--- config.mk ---
export PLATFORM = sky130hd
export DESIGN_NAME = vz_loader_flat
export DESIGN_NICKNAME = d
export VERILOG_FILES = /design/src/rtl/vz_loader_if.sv /design/src/rtl/vz_loader.sv /design/src/flat_wrapper.sv
export SDC_FILE = /design/constraint.sdc
export NUM_CORES = 1
export LEC_CHECK = 0
export ABC_AREA = 1
export ABC_CLOCK_PERIOD_IN_PS = 2300
export BUFFER_PORTS_ARGS = -buffer_cell sky130_fd_sc_hd__buf_2
export CORE_UTILIZATION = 40
export DETAILED_ROUTE_END_ITERATION = 8
export PLACE_DENSITY = 0.71
export SKIP_LAST_GASP = 1
export SLEW_MARGIN = 20
export SYNTH_ARGS = -nofsm -noshare
export SYNTH_HDL_FRONTEND = slang
export SYNTH_SLANG_ARGS = --single-unit
export TNS_END_PERCENT = 30
--- constraint.sdc ---
create_clock -name clk_sys -period 2.3 [get_ports clk_sys]
set_input_delay 0.69 -clock clk_sys [delete_from_list [all_inputs] [get_ports clk_sys]]
set_output_delay 0.69 -clock clk_sys [all_outputs]
set_load 0.005 [all_outputs]
--- src/rtl/vz_loader_if.sv ---
// vz_loader_if: groups the ioctl download stream, the downstream write port
// and the load status flags used by vz_loader.
//   master : host/download side (drives ioctl_*, mem_busy; observes the rest)
//   slave  : vz_loader (consumes ioctl_*, mem_busy; drives wait, dn_*, status)
interface vz_loader_if;
  logic        ioctl_download;
  logic [7:0]  ioctl_index;
  logic        ioctl_wr;
  logic [24:0] ioctl_addr;
  logic [7:0]  ioctl_dout;
  logic        ioctl_wait;
  logic        mem_busy;
  logic        dn_wr;
  logic [15:0] dn_addr;
  logic [7:0]  dn_data;
  logic [7:0]  dn_index;
  logic [7:0]  file_type;
  logic [15:0] exec_addr;
  logic        load_done;
  logic        load_err;

  modport master (
    output ioctl_download, ioctl_index, ioctl_wr, ioctl_addr, ioctl_dout, mem_busy,
    input  ioctl_wait, dn_wr, dn_addr, dn_data, dn_index, file_type, exec_addr,
           load_done, load_err
  );

  modport slave (
    input  ioctl_download, ioctl_index, ioctl_wr, ioctl_addr, ioctl_dout, mem_busy,
    output ioctl_wait, dn_wr, dn_addr, dn_data, dn_index, file_type, exec_addr,
           load_done, load_err
  );
endinterface

--- src/rtl/vz_loader.sv ---
// vz_loader: sits between the ioctl download stream and the LASER310 download
// port. Index 0 (BIOS) passes straight through using ioctl_addr; any other
// index is parsed as a VZ snapshot: the header is checked and stripped and the
// payload is written from the start address found in the header. A one-entry
// output buffer applies ioctl_wait back-pressure while mem_busy is high.
//
// Ports:
//   clk_sys : single clock
//   reset   : synchronous, active-high
//   bus     : vz_loader_if.slave (ioctl stream in, dn_* write port out,
//             dn_index/file_type/exec_addr/load_done/load_err status)
//
// Build option:
//   VZ_BASIC_PATCH_EN - when defined, BASIC (F0) files get the BASIC
//   end-of-program pointer written with the address after the payload.
module vz_loader #(
  parameter int unsigned HDR_LEN       = 24,
  parameter logic [15:0] BASIC_END_PTR = 16'h78F9
) (
  input logic        clk_sys,
  input logic        reset,
  vz_loader_if.slave bus
);
  localparam int unsigned CW         = 16;
  localparam logic [CW-1:0] NAME_LAST = CW'(HDR_LEN - 4);
  localparam logic [7:0] TYPE_BASIC  = 8'hF0;

  typedef enum logic [3:0] {
    S_IDLE, S_PASS, S_MAGIC, S_NAME, S_TYPE, S_ADDR_LO, S_ADDR_HI,
    S_DATA, S_PATCH_LO, S_PATCH_HI, S_DONE, S_ERR
  } state_t;

  state_t      state_q;
  logic        dl_q;
  logic [CW-1:0] cnt_q;
  logic [15:0] wp_q;
  logic        buf_valid_q;
  logic [15:0] buf_addr_q;
  logic [7:0]  buf_data_q;
  logic [7:0]  index_q;
  logic [7:0]  type_q;
  logic [15:0] exec_q;
  logic        done_q;
  logic        err_q;

  logic       rise_c;
  logic       fall_c;
  logic       free_c;
  logic       accept_c;
  logic       hdr_c;
  logic       magic_bad_c;
  logic [7:0] magic_c;
  logic       unused_addr_c;

  assign rise_c = bus.ioctl_download & ~dl_q;
  assign fall_c = ~bus.ioctl_download & dl_q;

  // The held entry is released in the first cycle mem_busy is low, so these
  // two are decoded from the entry and live mem_busy rather than registered.
  assign bus.dn_wr      = buf_valid_q & ~bus.mem_busy & ~reset & ~rise_c;
  assign bus.ioctl_wait = buf_valid_q &  bus.mem_busy & ~reset & ~rise_c;

  // Buffer can take a new entry if empty or draining this cycle.
  assign free_c   = ~buf_valid_q | bus.dn_wr;
  assign accept_c = bus.ioctl_wr & ~bus.ioctl_wait;
  assign hdr_c    = (state_q == S_MAGIC) || (state_q == S_NAME) || (state_q == S_TYPE) ||
                    (state_q == S_ADDR_LO) || (state_q == S_ADDR_HI);

  assign bus.dn_addr   = buf_addr_q;
  assign bus.dn_data   = buf_data_q;
  assign bus.dn_index  = index_q;
  assign bus.file_type = type_q;
  assign bus.exec_addr = exec_q;
  assign bus.load_done = done_q;
  assign bus.load_err  = err_q;

  assign unused_addr_c = ^bus.ioctl_addr[24:16];

`ifndef VZ_BASIC_PATCH_EN
  logic unused_ptr_c;
  assign unused_ptr_c = ^BASIC_END_PTR;
`endif

  // Expected "VZF" byte for the current magic position (byte 3 unchecked).
  always_comb begin
    magic_c = 8'h00;
    case (cnt_q[1:0])
      2'd0:    magic_c = 8'h56;
      2'd1:    magic_c = 8'h5A;
      2'd2:    magic_c = 8'h46;
      default: magic_c = 8'h00;
    endcase
  end

  assign magic_bad_c = (cnt_q < CW'(3)) && (bus.ioctl_dout != magic_c);

  // Loader state machine, output buffer and status registers.
  always_ff @(posedge clk_sys) begin
    if (reset) begin
      state_q     <= S_IDLE;
      dl_q        <= 1'b0;
      cnt_q       <= '0;
      wp_q        <= '0;
      buf_valid_q <= 1'b0;
      buf_addr_q  <= '0;
      buf_data_q  <= '0;
      index_q     <= '0;
      type_q      <= '0;
      exec_q      <= '0;
      done_q      <= 1'b0;
      err_q       <= 1'b0;
    end else begin
      dl_q <= bus.ioctl_download;
      if (bus.dn_wr) buf_valid_q <= 1'b0;

      if (rise_c) begin
        // New download from any state; a held byte is discarded.
        index_q     <= bus.ioctl_index;
        done_q      <= 1'b0;
        err_q       <= 1'b0;
        cnt_q       <= '0;
        buf_valid_q <= 1'b0;
        state_q     <= (bus.ioctl_index == 8'd0) ? S_PASS : S_MAGIC;
      end else begin
        if (bus.ioctl_wr && bus.ioctl_wait) err_q <= 1'b1;

        if (hdr_c && fall_c) begin
          // Download ended inside the header: truncated file.
          state_q <= S_ERR;
          err_q   <= 1'b1;
        end else begin
          case (state_q)
            S_IDLE: ;
            S_PASS: begin
              if (fall_c) begin
                state_q <= S_DONE;
              end else if (accept_c) begin
                buf_valid_q <= 1'b1;
                buf_addr_q  <= bus.ioctl_addr[15:0];
                buf_data_q  <= bus.ioctl_dout;
              end
            end
            S_MAGIC: begin
              if (accept_c) begin
                cnt_q <= cnt_q + CW'(1);
                if (magic_bad_c) begin
                  state_q <= S_ERR;
                  err_q   <= 1'b1;
                end else if (cnt_q == CW'(3)) begin
                  state_q <= S_NAME;
                end
              end
            end
            S_NAME: begin
              if (accept_c) begin
                cnt_q <= cnt_q + CW'(1);
                if (cnt_q == NAME_LAST) state_q <= S_TYPE;
              end
            end
            S_TYPE: begin
              if (accept_c) begin
                cnt_q   <= cnt_q + CW'(1);
                type_q  <= bus.ioctl_dout;
                state_q <= S_ADDR_LO;
              end
            end
            S_ADDR_LO: begin
              if (accept_c) begin
                cnt_q       <= cnt_q + CW'(1);
                exec_q[7:0] <= bus.ioctl_dout;
                state_q     <= S_ADDR_HI;
              end
            end
            S_ADDR_HI: begin
              if (accept_c) begin
                cnt_q        <= cnt_q + CW'(1);
                exec_q[15:8] <= bus.ioctl_dout;
                wp_q         <= {bus.ioctl_dout, exec_q[7:0]};
                state_q      <= S_DATA;
              end
            end
            S_DATA: begin
              if (fall_c) begin
`ifdef VZ_BASIC_PATCH_EN
                state_q <= (type_q == TYPE_BASIC) ? S_PATCH_LO : S_DONE;
`else
                state_q <= S_DONE;
`endif
              end else if (accept_c) begin
                buf_valid_q <= 1'b1;
                buf_addr_q  <= wp_q;
                buf_data_q  <= bus.ioctl_dout;
                wp_q        <= wp_q + 16'd1;
              end
            end
`ifdef VZ_BASIC_PATCH_EN
            // wp now points one past the payload: store it as the BASIC end.
            S_PATCH_LO: begin
              if (free_c) begin
                buf_valid_q <= 1'b1;
                buf_addr_q  <= BASIC_END_PTR;
                buf_data_q  <= wp_q[7:0];
                state_q     <= S_PATCH_HI;
              end
            end
            S_PATCH_HI: begin
              if (free_c) begin
                buf_valid_q <= 1'b1;
                buf_addr_q  <= BASIC_END_PTR + 16'd1;
                buf_data_q  <= wp_q[15:8];
                state_q     <= S_DONE;
              end
            end
`endif
            S_DONE: begin
              // Flush any pending write before flagging completion.
              if (free_c) begin
                done_q  <= 1'b1;
                state_q <= S_IDLE;
              end
            end
            S_ERR: begin
              err_q <= 1'b1;
              if (!bus.ioctl_download) state_q <= S_IDLE;
            end
            default: state_q <= S_IDLE;
          endcase
        end
      end
    end
  end

  logic unused_type_c;
  assign unused_type_c = ^TYPE_BASIC;
endmodule

--- src/flat_wrapper.sv ---
// flat-port wrapper written by rule: the top's interface ports become plain ports
module vz_loader_flat 
#(
  parameter int unsigned HDR_LEN       = 24,
  parameter logic [15:0] BASIC_END_PTR = 16'h78F9
)
  (clk_sys, reset, bus_ioctl_download, bus_ioctl_index, bus_ioctl_wr, bus_ioctl_addr, bus_ioctl_dout, bus_mem_busy, bus_ioctl_wait, bus_dn_wr, bus_dn_addr, bus_dn_data, bus_dn_index, bus_file_type, bus_exec_addr, bus_load_done, bus_load_err);
  vz_loader_if bus_i ();
  input logic clk_sys;
  input logic reset;
  input wire logic [$bits(bus_i.ioctl_download)-1:0] bus_ioctl_download;
  input wire logic [$bits(bus_i.ioctl_index)-1:0] bus_ioctl_index;
  input wire logic [$bits(bus_i.ioctl_wr)-1:0] bus_ioctl_wr;
  input wire logic [$bits(bus_i.ioctl_addr)-1:0] bus_ioctl_addr;
  input wire logic [$bits(bus_i.ioctl_dout)-1:0] bus_ioctl_dout;
  input wire logic [$bits(bus_i.mem_busy)-1:0] bus_mem_busy;
  output wire logic [$bits(bus_i.ioctl_wait)-1:0] bus_ioctl_wait;
  output wire logic [$bits(bus_i.dn_wr)-1:0] bus_dn_wr;
  output wire logic [$bits(bus_i.dn_addr)-1:0] bus_dn_addr;
  output wire logic [$bits(bus_i.dn_data)-1:0] bus_dn_data;
  output wire logic [$bits(bus_i.dn_index)-1:0] bus_dn_index;
  output wire logic [$bits(bus_i.file_type)-1:0] bus_file_type;
  output wire logic [$bits(bus_i.exec_addr)-1:0] bus_exec_addr;
  output wire logic [$bits(bus_i.load_done)-1:0] bus_load_done;
  output wire logic [$bits(bus_i.load_err)-1:0] bus_load_err;
  assign bus_i.ioctl_download = bus_ioctl_download;
  assign bus_i.ioctl_index = bus_ioctl_index;
  assign bus_i.ioctl_wr = bus_ioctl_wr;
  assign bus_i.ioctl_addr = bus_ioctl_addr;
  assign bus_i.ioctl_dout = bus_ioctl_dout;
  assign bus_i.mem_busy = bus_mem_busy;
  assign bus_ioctl_wait = bus_i.ioctl_wait;
  assign bus_dn_wr = bus_i.dn_wr;
  assign bus_dn_addr = bus_i.dn_addr;
  assign bus_dn_data = bus_i.dn_data;
  assign bus_dn_index = bus_i.dn_index;
  assign bus_file_type = bus_i.file_type;
  assign bus_exec_addr = bus_i.exec_addr;
  assign bus_load_done = bus_i.load_done;
  assign bus_load_err = bus_i.load_err;
  vz_loader #(.HDR_LEN(HDR_LEN), .BASIC_END_PTR(BASIC_END_PTR)) u_core (.clk_sys(clk_sys), .reset(reset), .bus(bus_i));
endmodule
==> impl_metrics.tcl, run 1 <==
set metrics [dict create \
    reg2reg_slack_ps 320 \
    syn_inst 646 \
    drtIter0Drc 317 \
    busiest_layer "met2" \
    synth_area_leaders "dfxtp_1, o21ai_0, nand2_1" \
    power_density_nw_per_um2 781.9 \
    outcome "finished clean" \
    syn_area_sq_um 4666 \
    grt_pass1_vias 3845 \
    slew_headroom_pct 60.24 \
    drc_errors 0 \
    worst-path-stages 7 \
    min-delay-start "u_core.bus.load_done" \
    area.sequential_sq_um 1922 \
    grtUsageMet3_pct 5.115 \
    post-route-min-period_ps 2204 \
    routed_wl_mm 11.45 \
    clock-skew-final_ps 9.145 \
    h-tree-depth 3 \
    utilization_pct 51.06 \
    setup_violations 0 \
    crit_family "buffers and inverters" \
    rsz0062_at_grt "no" \
    layout-drive-gt1-share_pct 24.54 \
    row_count 39 \
    dieWidth_um 110 \
    hold_viol_final 0 \
    synth.most_common_cell "nand2_1" \
    stdcell_area_sq_um 5806 \
    initial_core_util_pct 41.04 \
    synth.distinct_cells 45 \
    holdBufCountCts 0 \
    tightestPinTransition_ps 595.7 \
    dr.pass1.iters 5 \
    crit_type "in2out" \
    fmax_mhz 453.8 \
    clock_sinks 96 \
    wl_per_cell_um 12.60 \
    cp.arrival_ps 1510 \
    cts.clk_slew.worst_paths_ps 70 \
    cp_common_cell "buf_2" \
    ir_drop_uv 598.1 \
    port_buffers 96 \
    hp-class "reg2reg" \
    fp.dieArea_sq_um 12100 \
    place_area_sq_um 5469 \
    holdWs_ps 460.4 \
    syn_nets 700 \
    cp.required_ps 1610 \
    grtUsageMet1_pct 25.60 \
    grt_pass1_wl_mm 18.36 \
    ys_seq_area_share_pct 41.19 \
    synthArstFlopShare_pct 0 \
    multiInputGateArea_sq_um 2336 \
    ys_seq_elements 96 \
    setup_ws_ps 96.41 \
    critPathMaxStageDelay_ps 200 \
    yosysTopAreaCell "dfxtp_1" \
    design.portCount 106 \
    gp_congestion 0.8329 \
    cts-root-buf "clkbuf_16" \
    p_leak_nw 2.698 \
    hpwl_mm 8.306 \
    critPathBufInv 4 \
    finalCritPeriodShare_pct 95.81 \
    synth_top_area_share_pct 41.19 \
    syn_avg_cell_area_sq_um 7.222 \
    yosysWarnings 0 \
    slew_viol_final 0 \
    grt-ovfl-total 0 \
    synthTopCellsByCount "nand2_1, dfxtp_1, o21ai_0" \
    cts.path.max_buffers 2 \
    tritoncts "yes" \
    finalPower_mw 4.539 \
    end_kind "primary output" \
    crit_chain "buf_2 > ha_2 > nor2_4 > buf_4 > nand3_2 > inv_1 > buf_2" \
    die_h_um 110 \
    diodes 0 \
    grt_use_met2_pct 32.41 \
    fill_cells 1109 \
    syn_to_final_growth_pct 24.43 \
    preCtsSetupSlack_ps -12.70 \
    grt_max_degree 54 \
    reg2reg_depth 11 \
    grtUsageTotal_pct 19.80 \
    holdPathStages 2 \
    viasPerCell 4.910 \
    synth_edf_count 0 \
    antenna_found_initial 0 \
    crit_slowest_cell "ha_2" \
    synthFlopType "dfxtp_1" \
    worstSetupStartpointType "input port" \
    crit_start "bus_ioctl_download" \
    clock_latency_ps 350 \
    worstPathMaxFanout 3 \
    via_count 4463 \
    core-area_sq_um 11370 \
    nNetsFinal 815 \
    drtAntennaViolNets 0 \
    drv_cap 0 \
    cts_made_buffers 9 \
    r2r-start "u_core.dl_q" \
]
layer usage:
metal	vias up	wire (um)
li1	2393	-
met1	1962	5531
met2	98	5240
met3	10	547
met4	0	133
met5	-	0
sequential cells by signal, indices dropped and copies added (netlist names):
signal and flops:
u_core.bus.dn_addr 16, u_core.bus.load_err 1, u_core.bus.dn_index 8, u_core.buf_valid_q 1, u_core.dl_q 1, u_core.cnt_q 16
u_core.wp_q 16, u_core.bus.file_type 8, u_core.bus.exec_addr 16, u_core.bus.dn_data 8, u_core.bus.load_done 1, u_core.state_q 4
final timing paths:
kind	endpoint
worst max-delay path	bus_ioctl_wait
worst min-delay path	u_core.bus.load_done
worst max register to register	u_core.bus.exec_addr[14]
worst min register to register	u_core.bus.load_done
final cells by class:
class                   count  share of cell area, %
flip-flops and latches     96                  33.10
clock buffers              10                  4.116
inverters                  68                  4.504
repair buffers            131                  13.66
well taps                 143                  3.082
clock inverters             6                  1.293
multi-input cells         455                  40.24
power by group:
| group | total [mW] | leakage (nW) | switching, mW | internal [mW] |
|---|---|---|---|---|
| clock | 1.58 | 0.152 | 0.687 | 0.890 |
| combinational | 1.06 | 1.77 | 0.637 | 0.428 |
| sequential | 1.90 | 0.778 | 0.107 | 1.79 |
cell usage in the layout, fill, tap and decap left out, types with 2 or more instances in the layout:
cell and instances:
nand2_1 114, buf_2 96, dfxtp_1 96, o21ai_0 91, nor2_1 65, a21oi_1 59
inv_1 58, buf_4 31, nand3_1 21, a31oi_1 21, nor3_1 13, clkbuf_16 9
nand4_1 7, o21ai_1 7, ha_1 7, nor2_2 6, inv_2 6, nand2_4 6
a211oi_1 4, buf_12 4, xor2_1 3, nor2_4 3, nand2_2 3, nor4_1 2
o22ai_1 2, nor3_2 2, nand3_2 2, inv_4 2, nand4_2 2, o21ai_2 2
xnor2_1 2, inv_6 2
metrics by stage:
stage          TNS [ps]  std cells
2_1_floorplan         0        646
3_3_place_gp     -3.955        891
3_5_place_dp     -24.67        891
4_1_cts               0        907
5_1_grt               0        909
6_report              0        909
worst register-to-register path, delay by kind of cell, from the launching register on:
| family | cells | cell delay (ps) |
|---|---|---|
| adder cells (fa/ha/maj) | 1 | 190 |
| AND/OR/NAND/NOR | 5 | 820 |
| AO/OA/AOI/OAI | 2 | 290 |
| flip-flops | 1 | 310 |
| buffers and inverters | 3 | 290 |
cells by family after synthesis:
group,after synthesis,synth area share [%]
mux,1,0.2413
simple gates,251,24.97
flops,96,41.19
fa+ha+maj,8,2.145
compound gates,190,21.61
buf+inv,95,8.903
xor+xnor,5,0.9388
what timing repair did:
action                     CTS  global route
gates resized for setup      1             2
setup buffers                0             2
pin swaps                    0             2
setup endpoints to repair    1             1
No activity file was read; power rests on OpenSTA's default activity.
==> run 2, diff against run 1 <==
==> constraint.sdc (replaced) <==
create_clock -name clk_sys -period 2.3 [get_ports clk_sys]
set_input_delay 0.69 -clock clk_sys [delete_from_list [all_inputs] [get_ports clk_sys]]
set_output_delay 0.69 -clock clk_sys [all_outputs]
set_load 0.02 [all_outputs]
==> impl_metrics.tcl, run 2 (synthesis results as in run 1) <==
set metrics [dict create \
    outcome "finished clean" \
    drtIter0Drc 330 \
    finalCritPeriodShare_pct 98.98 \
    design.portCount 106 \
    nNetsFinal 815 \
    cts-root-buf "clkbuf_16" \
    final_cell_mix "nand2_1, dfxtp_1, buf_2" \
    clock-skew-final_ps 8.636 \
    row_count 39 \
    reg2reg_slack_ps 330 \
    fp.dieArea_sq_um 12100 \
    final_common_cell "nand2_1" \
    syn_to_final_growth_pct 25.21 \
    wl_met3_um 536 \
    h-tree-depth 3 \
    seq_power_share_pct 40.7 \
    port_buffers 96 \
    utilization_pct 51.38 \
    core-area_sq_um 11370 \
    power_density_nw_per_um2 797.5 \
    fmax_mhz 439.3 \
    clock_latency_ps 350 \
    hold_viol_final 0 \
    slew_headroom_pct 64.58 \
    worstSetupStartpointType "input port" \
    grtUsageTotal_pct 20.21 \
    drc_errors 0 \
    drtAntennaViolNets 0 \
    dieWidth_um 110 \
    dr.pass1.iters 8 \
    grt-ovfl-total 0 \
    hp-class "reg2reg" \
    worstPathMaxFanout 4 \
    drv_cap 0 \
    p_switching_mw 1.493 \
    antenna_found_initial 0 \
    cts.clk_slew.worst_paths_ps 60 \
    intPower_mw 3.166 \
    pwr-share-comb_pct 24.7 \
    fill_cells 1128 \
    end_kind "primary output" \
    p_sw_share_pct 32.04 \
    dp.cells 891 \
    cts.path.max_buffers 2 \
    rsz0062_at_grt "yes" \
    hpwl_mm 8.558 \
    clock_sinks 96 \
    finalPower_mw 4.659 \
    cp.required_ps 1610 \
    viasPerCell 4.979 \
    initial_core_util_pct 41.04 \
    crit_chain "buf_8 > ha_4 > nor2_4 > clkinv_4 > nor3_4 > buf_6" \
    setup_violations 0 \
    layout-drive-gt1-share_pct 24.58 \
    slew_viol_final 0 \
    wl_met2_mm 5.463 \
    ir_drop_uv 522.7 \
    critPathBufInv 3 \
    tritoncts "yes" \
    post-route-min-period_ps 2276 \
    die_h_um 110 \
    crit_type "in2out" \
    cp.arrival_ps 1590 \
    diodes 0 \
    routed_wl_mm 11.69 \
    m1WireLength_mm 5.529 \
    wl_per_cell_um 12.87 \
    grt_pass1_wl_mm 18.91 \
    gp_congestion 0.8391 \
    via_count 4521 \
    final-instance-count-excl-fill 908 \
    topRoutingLayerUsed "met4" \
    grt_pass1_vias 4057 \
    grt_max_degree 54 \
    critPathMaxStageDelay_ps 210 \
    tightestPinTransition_ps 530.8 \
    crit_family "simple AND/OR/NAND/NOR gates" \
    cts_made_buffers 9 \
    crit_slowest_cell "nor3_4" \
    p_leak_nw 2.712 \
    power_frac_clock_pct 34.6 \
]
run 2: what timing repair did:
item,in CTS,in global routing
buffers inserted,2,0
setup endpoints to repair,2,2
pin swaps,2,3
hold endpoints to repair,0,0
gates resized for setup,2,7
hold buffers,0,0
run 2: path summary, 6_finish.rpt:
path	endpoint	cells after the start	start
max reg2reg	u_core.state_q[2]	15	u_core.cnt_q[0]
max	bus_dn_wr	6	bus_ioctl_download
min reg2reg	u_core.bus.load_done	2	u_core.bus.load_done
min	u_core.bus.load_done	2	u_core.bus.load_done
run 2: metal layers:
metal | track usage [%] | vias up
li1 | - | 2386
met4 | 6.095 | 0
met5 | 0 | -
met3 | 4.703 | 12
met1 | 25.85 | 2036
met2 | 33.71 | 87
run 2: area by class of cell:
| class | count | area (sq um) | share of cell area (%) |
|---|---|---|---|
| clock buffer | 9 | 225.2 | 3.855 |
| clock inverter | 6 | 91.34 | 1.564 |
| inverter | 68 | 266.5 | 4.562 |
| multi-input combinational | 455 | 2360 | 40.39 |
| sequential | 96 | 1923 | 32.92 |
| tap | 143 | 178.9 | 3.063 |
| timing repair buffer | 131 | 797.0 | 13.64 |
run 2: worst reg2reg max path: cells and delay by family (launching register included):
family	cells	cell delay [ps]
AND/OR/NAND/NOR	11	890
buffers and inverters	2	200
flip-flops	1	380
AO/OA/AOI/OAI	1	110
adder cells (fa/ha/maj)	1	330
run 2: per-stage QoR:
step	area (sq um)	TNS [ps]	hold slack, ps	worst slack, ps
after floorplan	4682	0	458.0	16.74
after global placement	5473	-523.4	440.7	-78.36
after detailed placement	5473	-1454	441.6	-103.2
after CTS	5811	0	453.6	21.16
after global routing	5842	-30.98	501.9	-30.98
final	5842	0	455.1	23.57
run 2: power by group through the flow:
stage | Sequential [mW] | Clock [mW] | Combinational (mW)
final | 1.90 | 1.61 | 1.15
after global routing | 1.92 | 1.72 | 1.30
after CTS | 1.90 | 1.65 | 1.15
after detailed placement | 1.93 | 0 | 1.14
after global placement | 1.93 | 0 | 1.13
after floorplan | 2.01 | 0 | 0.715
==> run 3, diff against run 2 <==
--- a/config.mk
+++ b/config.mk
@@ -8,9 +8,11 @@
 export ABC_AREA = 1
 export ABC_CLOCK_PERIOD_IN_PS = 2300
 export BUFFER_PORTS_ARGS = -buffer_cell sky130_fd_sc_hd__buf_2
-export CORE_UTILIZATION = 40
+export CORE_ASPECT_RATIO = 1.2
+export CORE_MARGIN = 3
+export CORE_UTILIZATION = 49
 export DETAILED_ROUTE_END_ITERATION = 8
-export PLACE_DENSITY = 0.71
+export PLACE_DENSITY = 0.83
 export SKIP_LAST_GASP = 1
 export SLEW_MARGIN = 20
 export SYNTH_ARGS = -nofsm -noshare
==> impl_metrics.tcl, run 3 (synthesis results as in run 1) <==
set metrics [dict create \
    routed_wl_mm 12.30 \
    cts.path.max_buffers 2 \
    rsz0062_at_grt "yes" \
    crit_slowest_cell "ha_2" \
    viasPerCell 5.371 \
    timing.rr.end "u_core.state_q[0]" \
    cp.required_ps 1610 \
    cts.clk_slew.worst_paths_ps 90 \
    reg2reg_slack_ps 260 \
    crit_type "in2out" \
    cts_made_buffers 9 \
    grtUsageTotal_pct 23.08 \
    initial_core_util_pct 50.85 \
    diodes 0 \
    h-tree-depth 3 \
    die_h_um 112.9 \
    drtIter0Drc 293 \
    end_kind "primary output" \
    endpoint "bus_dn_wr" \
    fp.dieArea_sq_um 10730 \
    finalSetupTns_ps 0 \
    core-area_sq_um 9176 \
    nNetsFinal 808 \
    finalCritPeriodShare_pct 97.99 \
    antenna_found_initial 0 \
    setup_violations 0 \
    layout-drive-gt1-share_pct 23.75 \
    worstSetupStartpointType "input port" \
    grt_max_degree 66 \
    dieWidth_um 95.08 \
    post-route-min-period_ps 2254 \
    gp_congestion 0.8935 \
    slew_headroom_pct 65.49 \
    utilization_pct 61.64 \
    hp-class "reg2reg" \
    ir_drop_uv 435.8 \
    clock_latency_ps 370 \
    outcome "finished clean" \
    power_density_nw_per_um2 777.6 \
    drtAntennaViolNets 0 \
    cp.arrival_ps 1560 \
    fmax_mhz 443.7 \
    drc_errors 0 \
    clock-skew-final_ps 5.699 \
    slew_viol_final 0 \
    grt_pass1_wl_mm 19.95 \
    finalPower_mw 4.399 \
    reg2reg_depth 14 \
    crit_start "bus_ioctl_download" \
    holdBufCountCts 0 \
    dp.cells 862 \
    via_count 4716 \
    drv_cap 0 \
    stdcell_area_sq_um 5657 \
    final-instance-count-excl-fill 878 \
    hold_viol_final 0 \
    critPathMaxStageDelay_ps 200 \
    design.portCount 106 \
    r2r-start "u_core.cnt_q[0]" \
    dr.pass1.iters 7 \
    p_leak_nw 2.641 \
    cts-root-buf "clkbuf_8" \
    tritoncts "yes" \
    worstPathMaxFanout 3 \
    wl_per_cell_um 14.01 \
    grt_pass1_vias 4529 \
    place_area_sq_um 5399 \
    port_buffers 96 \
    crit_chain "buf_2 > ha_2 > nor2_4 > clkinv_4 > nor3_4 > buf_6" \
    grt-ovfl-total 0 \
    final_common_cell "nand2_1" \
    clock_sinks 96 \
    tightestPinTransition_ps 517.1 \
    row_count 38 \
    syn_to_final_growth_pct 21.24 \
    hpwl_mm 9.238 \
    final_cell_mix "nand2_1, dfxtp_1, buf_2" \
]
[run 3: cell count changes in the layout (fill, tap and decap cells not counted), sizes merged]
cell    before  now
bufinv       2    3
clkbuf       9   10
clkinv       5    4
inv         67   66
buf        131  124
[run 3: area by class of cell]
class,count,area (sq um)
inverters,68,266.5
fillers,832,3520
clock buffers,10,137.6
repair buffers,124,734.5
well taps,120,150.1
clock inverters,5,103.9
flip-flops and latches,96,1922
multi-input cells,455,2342
[run 3: power by group]
part,switching (mW),internal (mW),total (mW)
registers,0.115,1.79,1.90
logic,0.740,0.420,1.16
clock network,0.586,0.748,1.33
[run 3: how the worst min path moves through the flow]
stage                                     from                   end  slack, ps  cells after the start
after floorplan               u_core.cnt_q[14]      u_core.cnt_q[14]        460                      2
after global placement    u_core.bus.load_done  u_core.bus.load_done        440                      2
after detailed placement  u_core.bus.load_done  u_core.bus.load_done        450                      2
after CTS                 u_core.bus.load_done  u_core.bus.load_done        460                      2
after global routing      u_core.bus.load_done  u_core.bus.load_done        510                      2
final                     u_core.bus.load_done  u_core.bus.load_done        470                      2
[run 3: worst max-delay path: cells and delay by family]
family,cells,cell delay [ps]
fa+ha+maj,1,200
buf+inv,3,320
simple gates,2,350
[run 3: timing repair]
action                                  CTS  global route
endpoints found under the setup margin    2             2
pin swaps                                 1             0
gates resized for setup                   3             0
hold endpoints to repair                  0             0
setup buffers                             1             0
[run 3: metal layers]
layer  vias up  GRT usage, %  part of all wire (%)
met3        22         4.654                   4.9
met4         0         8.373                   2.0
li1       2369             -                     -
met2       130         41.76                    51
met1      2195         26.31                    42
met5         -             0                     0
[run 3: stage by stage]
| stage | setup slack [ps] | hold WS (ps) |
|---|---|---|
| 3_3_place_gp | -47.58 | 440.5 |
| 3_5_place_dp | -90.41 | 446.7 |
| 5_1_grt | -14.41 | 507.2 |
| 4_1_cts | 38.45 | 461.4 |
| 6_report | 46.32 | 465.4 |
| 2_1_floorplan | 16.74 | 458.0 |
